### src/rtl/branch_predict_unit_pkg.sv
// ---------------------------------------------------------------------------
// branch_predict_unit_pkg
// Shared pipeline definitions for the branch prediction unit.
//   CTR_*          2-bit saturating counter encodings
//   sat_ctr_next   next counter value after a resolved branch
//   branch_target  PC-relative target from a halfword-unit immediate
// ---------------------------------------------------------------------------
package branch_predict_unit_pkg;

  localparam logic [1:0] CTR_SNT = 2'b00;
  localparam logic [1:0] CTR_WNT = 2'b01;
  localparam logic [1:0] CTR_WT  = 2'b10;
  localparam logic [1:0] CTR_ST  = 2'b11;

  // Counter moves one step toward the resolved direction and sticks at the ends.
  function automatic logic [1:0] sat_ctr_next(input logic [1:0] ctr, input logic taken);
    logic [1:0] nxt;
    nxt = ctr;
    if (taken) begin
      if (ctr != CTR_ST) nxt = ctr + 2'b01;
    end else begin
      if (ctr != CTR_SNT) nxt = ctr - 2'b01;
    end
    return nxt;
  endfunction

  // Immediate is in halfwords; a 32-bit shift drops bit 31, matching {imme[30:0],1'b0}.
  function automatic logic [31:0] branch_target(input logic [31:0] pc, input logic [31:0] imme);
    return pc + (imme << 1);
  endfunction

endpackage

### src/rtl/branch_predict_unit_bht_table.sv
// ---------------------------------------------------------------------------
// bht_table
// ENTRIES x 2-bit saturating counter array.
//   clk_i, rst_i  clock and asynchronous active-low reset (entries -> INIT_CTR)
//   rd_idx        ID lookup index (combinational read)
//   rd_predict    MSB of the addressed counter (1 = predict taken)
//   wr_en         train the entry at wr_idx on this rising edge
//   wr_idx        EX training index
//   wr_taken      resolved direction used for training
// ---------------------------------------------------------------------------
module bht_table
  import branch_predict_unit_pkg::*;
#(
  parameter int         ENTRIES  = 16,
  parameter int         IDX_W    = $clog2(ENTRIES),
  parameter logic [1:0] INIT_CTR = CTR_WNT
) (
  input  logic             clk_i,
  input  logic             rst_i,
  input  logic [IDX_W-1:0] rd_idx,
  output logic             rd_predict,
  input  logic             wr_en,
  input  logic [IDX_W-1:0] wr_idx,
  input  logic             wr_taken
);

  logic [1:0] ctr_q [ENTRIES];

  // Read returns the registered value, so a same-cycle write is seen by ID only next cycle.
  assign rd_predict = ctr_q[rd_idx][1];

  always_ff @(posedge clk_i or negedge rst_i) begin
    if (!rst_i) begin
      for (int i = 0; i < ENTRIES; i++) begin
        ctr_q[i] <= INIT_CTR;
      end
    end else if (wr_en) begin
      ctr_q[wr_idx] <= sat_ctr_next(ctr_q[wr_idx], wr_taken);
    end
  end

endmodule

### src/rtl/branch_predict_unit.sv
// ---------------------------------------------------------------------------
// branch_predict_unit
// Branch history table of 2-bit saturating counters beside the ID stage.
//   clk_i, rst_i       clock and asynchronous active-low reset
//   id_branch_i        ID instruction is a conditional branch
//   id_pc_i, id_imme_i ID PC and halfword-unit immediate
//   predict_o          taken prediction for the ID instruction
//   pred_target_o      id_pc_i + 2*id_imme_i (always driven)
//   ex_branch_i        EX instruction is a branch
//   ex_predict_i       prediction that was made for it
//   ex_taken_i         resolved outcome
//   ex_pc_i, ex_imme_i EX PC and immediate
//   flush_o            mispredict: flush IF/ID and ID/EX
//   redirect_pc_o      corrected fetch PC while flush_o = 1, else 0
//   branch_cnt_o       resolved branches since reset
//   mispred_cnt_o      mispredictions since reset
// ---------------------------------------------------------------------------
module branch_predict_unit
  import branch_predict_unit_pkg::*;
#(
  parameter int         ENTRIES   = 16,
  parameter int         INDEX_LSB = 2,
  parameter logic [1:0] INIT_CTR  = CTR_WNT
) (
  input  logic        clk_i,
  input  logic        rst_i,
  input  logic        id_branch_i,
  input  logic [31:0] id_pc_i,
  input  logic [31:0] id_imme_i,
  output logic        predict_o,
  output logic [31:0] pred_target_o,
  input  logic        ex_branch_i,
  input  logic        ex_predict_i,
  input  logic        ex_taken_i,
  input  logic [31:0] ex_pc_i,
  input  logic [31:0] ex_imme_i,
  output logic        flush_o,
  output logic [31:0] redirect_pc_o,
  output logic [31:0] branch_cnt_o,
  output logic [31:0] mispred_cnt_o
);

  localparam int IDX_W = $clog2(ENTRIES);

  logic [IDX_W-1:0] id_idx;
  logic [IDX_W-1:0] ex_idx;
  logic             table_predict;
  logic             mispredict;
  logic [31:0]      branch_cnt_q;
  logic [31:0]      mispred_cnt_q;

  assign id_idx = id_pc_i[INDEX_LSB+IDX_W-1:INDEX_LSB];
  assign ex_idx = ex_pc_i[INDEX_LSB+IDX_W-1:INDEX_LSB];

  bht_table #(
    .ENTRIES  (ENTRIES),
    .IDX_W    (IDX_W),
    .INIT_CTR (INIT_CTR)
  ) u_bht_table (
    .clk_i      (clk_i),
    .rst_i      (rst_i),
    .rd_idx     (id_idx),
    .rd_predict (table_predict),
    .wr_en      (ex_branch_i),
    .wr_idx     (ex_idx),
    .wr_taken   (ex_taken_i)
  );

  assign predict_o     = id_branch_i & table_predict;
  assign pred_target_o = branch_target(id_pc_i, id_imme_i);

  // Redirect goes to the side the prediction did not take; zero when nothing is flushed.
  always_comb begin
    mispredict    = ex_branch_i & (ex_predict_i ^ ex_taken_i);
    redirect_pc_o = 32'd0;
    if (mispredict) begin
      redirect_pc_o = ex_taken_i ? branch_target(ex_pc_i, ex_imme_i) : ex_pc_i + 32'd4;
    end
  end

  assign flush_o = mispredict;

  // Performance counters; both wrap naturally at 2^32.
  always_ff @(posedge clk_i or negedge rst_i) begin
    if (!rst_i) begin
      branch_cnt_q  <= 32'd0;
      mispred_cnt_q <= 32'd0;
    end else begin
      if (ex_branch_i) branch_cnt_q  <= branch_cnt_q + 32'd1;
      if (mispredict)  mispred_cnt_q <= mispred_cnt_q + 32'd1;
    end
  end

  assign branch_cnt_o  = branch_cnt_q;
  assign mispred_cnt_o = mispred_cnt_q;

endmodule

### config.mk
export PLATFORM = sky130hd
export DESIGN_NAME = branch_predict_unit
export DESIGN_NICKNAME = d
export VERILOG_FILES = /design/src/rtl/branch_predict_unit_pkg.sv /design/src/rtl/branch_predict_unit_bht_table.sv /design/src/rtl/branch_predict_unit.sv
export SDC_FILE = /design/constraint.sdc
export NUM_CORES = 1
export LEC_CHECK = 0
export BUFFER_PORTS_ARGS = -buffer_cell sky130_fd_sc_hd__buf_4
export CORE_UTILIZATION = 57
export CTS_CLUSTER_DIAMETER = 80
export DETAILED_ROUTE_END_ITERATION = 7
export PLACE_DENSITY = 0.87
export SLEW_MARGIN = 20
export SYNTH_ARGS = -nofsm -noshare
export SYNTH_HDL_FRONTEND = slang
export SYNTH_SLANG_ARGS = --single-unit
### constraint.sdc
create_clock -name clk_i -period 7.9 [get_ports clk_i]
set_clock_uncertainty 0.15 [all_clocks]
set_input_delay 0.395 -clock clk_i [delete_from_list [all_inputs] [get_ports clk_i]]
set_output_delay 0.395 -clock clk_i [all_outputs]
set_load 0.03 [all_outputs]
* Word-level counts from Yosys, hierarchy flattened
Cells that the tools add are included.
Cells by class: bitwise gates (word level) 5, multipliers 0, equal/unequal tests 1, order comparisons 3, mux-type cells 15, add/subtract/negate cells 7, shift operators 0, reduce and logical (&&, ||, !) cells 2, div/mod/pow operators 0
Operator list (count):
- adder 32 x 1 -> 32 bit, second input constant | 2
- adder 32 bit | 2
- two-way mux 32 bit | 2
- adder 32 x 3 -> 32 bit, second input constant | 1
- bitwise mux 32 bit | 1
- two-way mux 2 bit | 9
- binary-select mux 2 bit (select 4 bit) | 2
- greater-or-equal comparator 5 bit, second input constant | 2
- NOT 4 -> 5 bit | 2
- demux 2 bit (select 4 bit) | 1
- less-than comparator 5 x 1 -> 1 bit, second input constant | 1
- adder 2 x 1 -> 2 bit, second input constant | 1
- bitwise AND 1 bit | 2
- inequality test 2 bit, second input constant | 1
- nonzero test 2 bit | 1
- subtractor 2 x 1 -> 2 bit, second input constant | 1
- logical AND 1 bit | 1
- XOR 1 bit | 1
Word-level totals: output and inout port bits 130, RAM bits 0, input port bits 134, bits in registers 96, word-level logic and storage cells 51, memories 0, memory bits (read-only) 0, latch bits 0

* Longest topological paths before layout
depth in word-level cells 9, depth in mapped cells 10, gate-level depth less buffers 10

* Hierarchy
From an unflattened synthesis, not the netlist that was laid out.
Second synthesis, totals: cell total of the unflattened synthesis 904, area total of the unflattened synthesis 8212.9 um^2
Modules (own cells, without submodules):
- branch_predict_unit | cells each 776, area an instance 6487.5 um^2, times used 1
- bht_table | cells each 128, area an instance 1725.4 um^2, times used 1

* Least setup slack after synthesis
Ideal clock, no wire load.
path kind input port to output port, start point in ex_pc_i[1], end point out redirect_pc_o[31], required time 7.355 ns, slack 4.357 ns, stages on the path 10, path buffers 0, arrival time 2.998 ns, path through ha_1 > fa_1 > a211oi_1 > o211a_1 > nor4_1 > o21a_1 > o2111ai_1 > a211oi_1 > o31a_1 > nor3_1
On the way: longest elaborated chain between the ends 3, elaborated cells on any way between the ends 4, classes of those cells add/sub: 2; mux: 2
RTL lines:
- from (decl) | RTL line branch_predict_unit.sv:35 | input logic [31:0] ex_pc_i,
- adder 32 x 3 -> 32 bit or adder 32 bit (tied branches) | RTL line branch_predict_unit.sv:77, branch_predict_unit_pkg.sv:29
- two-way mux 32 bit * | RTL line branch_predict_unit.sv:77 | redirect_pc_o = ex_taken_i ? branch_target(ex_pc_i, ex_imme_i) : ex_pc_i + 32'd4;
- two-way mux 32 bit * | RTL line branch_predict_unit.sv:76 | if (mispredict) begin
- to (decl) | RTL line branch_predict_unit.sv:38 | output logic [31:0] redirect_pc_o,
Mark *: on every way between the ends. The rest lies on a longest branch, timed or not.

* Worst setup path in the final report
start point in id_pc_i[1], end point out pred_target_o[31]
On the way: longest elaborated chain between the ends 1
RTL lines:
- from (decl) | RTL line branch_predict_unit.sv:28 | input logic [31:0] id_pc_i,
- adder 32 bit | RTL line branch_predict_unit_pkg.sv:29 | return pc + (imme << 1);
- to (decl) | RTL line branch_predict_unit.sv:31 | output logic [31:0] pred_target_o,
No other way between the ends.

==> metrics.md <==
| Metric | Value |
|---|---|
| Post-synthesis register bit count | 96 |
| Share of layout cells above drive strength 1 | 0.295 |
| Hold-fix buffers, CTS | 1 |
| Worst-skew pair later-pin latency | 340 ps |
| Setup Viol. Count Final | 0 |
| DRC viols | 0 |
| Worst EP required | 7360 ps |
| Status | finished, final reports clean |
| Grt ovf | 0 |
| Die height | 124 um |
| GP Congestion | 0.904 |
| Syn_nets | 1157 |
| DRT Wirelength | 22800 um |
| Gate power share | 0.440 |
| Highest Clock Rate | 260 MHz |
| Synth area leaders | dfrtp_1 23%, ha_1 9.7%, xnor2_1 9.5% |
| Core ar. | 0.0146 mm2 |
| Routed len/inst | 16.5 um |
| Worst vdd ir | 0.000132 V |
| GRT Overall Usage | 0.284 |
| Reg clk slew, reported paths | 70 ps |
| Crit path DAT | 3300 ps |
| Synthesized instance count | 955 |
| Final period util | 0.487 |
| Sequential-to-total area share from yosys stat | 0.283 |
| Nets | 1390 |
| Post-place setup slack | 4060 ps |
| Max-slew violations | 0 |
| Area occupied by multi-input gates | 0.00589 mm2 |
| R2R cell count | 7 |
| Setup crit end kind | primary output |
| Hold slack final | 309 ps |
| Setup CP Type | input port to primary output |
| Post_cts resized | 0 |
| Endpoints failing hold | 0 |
| Internal power | 1.24 mW |
| M1 GR Usage | 0.347 |
| Syn Std Cell Area | 0.00855 mm2 |
| Ports | 264 |
| Min cycle time layout | 3850 ps |
| Async SR Flop Fraction | 1.00 |
| Yosys Warn Count | 0 |
| Initial Utilization | 0.586 |
| Routing usage on met3 | 0.0451 |
| Actual slew at the worst max-slew pin | 844 ps |
| WHS Path Cells | 3 |
| Worst Setup Start Kind | input port |
| Most area-hungry cell type in the Yosys netlist | dfrtp_1 |
| First-pass GRT wire length | 36700 um |
| Cell variety after synth | 64 |
| Die ar. | 0.0155 mm2 |
| Met2 GRT Util | 0.501 |
| IO buf count | 259 |
| Routed Antenna Nets | 0 |
| Vias in the first global route | 7877 |
| Leakage | 5.25 nW |
| Crit path max fanout | 5 |
| Sequential power share | 0.340 |
| Net Sw Frac | 0.379 |
| Switching power | 0.759 mW |
| Fin Setup TNS | 0 ps |
| Synthesized area per cell | 8.95 um2 |
| Sink Count | 96 |
| Commonest non-fill, non-tap cell in the layout | buf_4 |
| Setup bufs post-CTS | 0 |
| CTS Buffer Depth | 2 |
| CTS Buf Count | 9 |
| PD cells | 184 mW/mm2 |
| Row count | 44 |
| FF+latch area | 0.00242 mm2 |
| RSZ-0062 raised after global routing | false |
| Largest net degree at the start of global routing | 70 |
| Post-DP HPWL | 17600 um |
| H-tree levels | 3 |
| CTS root buf | clkbuf_16 |
| Clk pwr share | 0.219 |
| Vias per inst | 5.96 |
| Synth top area share | 0.234 |
| Die width | 124 um |
| Hold Crit Class | input port to flip-flop |
| Max-Cap Viols | 0 |
| Commonest non-fill, non-tap cells in the layout | 261 x buf_4, 93 x xnor2_1, 86 x nand2_1 |
| Initial antenna violation count | 0 |
| Pre-Repair DR Iteration Count | 5 |
| Drt initial violations | 379 |
| Top_reg_cell synth | dfrtp_1 |
| Number of fillers in the final layout | 1041 |
| Total number of vias | 8208 |
| Antenna diodes | 0 |
| CTS tree | yes |
| EDFF count, synth | 0 |
| Slew HR | 0.437 |
| Syn-to-layout area delta | 27.3% |
| Setup ws final | 4050 ps |
| Grt peak-use layer | met2 |
[stage by stage]
step | area, um2 | total power [mW] | cells | utilization
2_1_floorplan | 8550 | 1.26 | 955 | -
3_3_place_gp | 10600 | 1.53 | 1360 | 0.725
3_5_place_dp | 10600 | 1.56 | 1360 | 0.725
4_1_cts | 10900 | 2.00 | 1377 | 0.746
5_1_grt | 10900 | 2.11 | 1377 | 0.746
6_report | 10900 | 2.00 | 1377 | 0.746
[flip-flops by register name, summed over array words and instances (netlist names)]
register / count
branch_cnt_o: 32
mispred_cnt_o: 32
u_bht_table.ctr_q: 32
[worst max-delay path, stage by stage]
cell	delay, ps
buf_4	110
ha_1	210
fa_1	400
a21oi_1	180
o21ai_0	200
a222oi_1	320
a21boi_1	210
a221oi_4	440
o211ai_2	160
a2111o_1	380
o211a_1	130
buf_4	160
[cells in the mapped netlist (3+ instances only)]
| master | instances |
|---|---|
| nor2_1 | 82 |
| o21bai_1 | 8 |
| o21ai_0 | 26 |
| mux4_2 | 15 |
| nand4_1 | 27 |
| dfstp_2 | 16 |
| o31ai_1 | 6 |
| buf_2 | 4 |
| and3_1 | 19 |
| nand2b_1 | 5 |
| nand2_1 | 86 |
| a211oi_1 | 24 |
| o22ai_1 | 5 |
| a221oi_1 | 5 |
| nor4_1 | 7 |
| a21oi_1 | 52 |
| o31a_1 | 6 |
| clkbuf_1 | 27 |
| nor2b_1 | 4 |
| and4_1 | 7 |
| or2_2 | 3 |
| dfrtp_1 | 80 |
| nor3_1 | 17 |
| mux2_2 | 33 |
| ha_1 | 66 |
| buf_4 | 3 |
| and2_1 | 8 |
| a31oi_1 | 5 |
| o21a_1 | 10 |
| xor2_1 | 47 |
| xnor2_1 | 93 |
| a21o_1 | 42 |
| o211a_1 | 3 |
| inv_1 | 17 |
| nand3_1 | 57 |
| buf_1 | 4 |
[layer usage]
metal,wire (um),vias up,share of wire
met5,0,-,0
met4,621,0,0.027
met3,1220,51,0.054
met2,11400,297,0.50
met1,9530,3913,0.42
li1,-,3947,-
[final timing paths]
kind / from / endpoint / slack (ps)
setup / recovery: id_pc_i[1] / pred_target_o[31] / 4050
hold / removal: ex_branch_i / branch_cnt_o[2] / 310
setup reg to reg: branch_cnt_o[2] / branch_cnt_o[29] / 5220
hold reg to reg: branch_cnt_o[31] / branch_cnt_o[31] / 320
max in group asynchronous: rst_i / u_bht_table.ctr_q[21] / 6080
min in group asynchronous: rst_i / branch_cnt_o[25] / 350
[power by group through the flow]
stage | Clock (mW) | Combinational, mW | Sequential, mW
2_1_floorplan | 0 | 0.535 | 0.722
3_3_place_gp | 0 | 0.855 | 0.678
3_5_place_dp | 0 | 0.874 | 0.684
4_1_cts | 0.444 | 0.880 | 0.679
5_1_grt | 0.471 | 0.943 | 0.691
6_report | 0.439 | 0.882 | 0.682
[cells by family (layout without fill, tap and decap cells)]
logic type               after synthesis  in the layout  share of synthesized area
AND/OR/NAND/NOR                      329            329                      0.187
AO/OA/AOI/OAI                        212            212                      0.170
XOR/XNOR                             140            140                      0.143
flip-flops                            96             96                      0.283
adder cells (fa/ha/maj)               70             70                      0.104
buffers and inverters                 58            296                     0.0277
multiplexers                          50             50                     0.0853
[final cells by class]
| cell class | count | area share |
|---|---|---|
| inverters | 18 | 0.00621 |
| well taps | 184 | 0.0212 |
| clock buffers | 10 | 0.0210 |
| flip-flops and latches | 96 | 0.223 |
| repair buffers | 262 | 0.181 |
| multi-input cells | 801 | 0.541 |
| clock inverters | 6 | 0.00667 |
(Power assumes the default switching activity.)
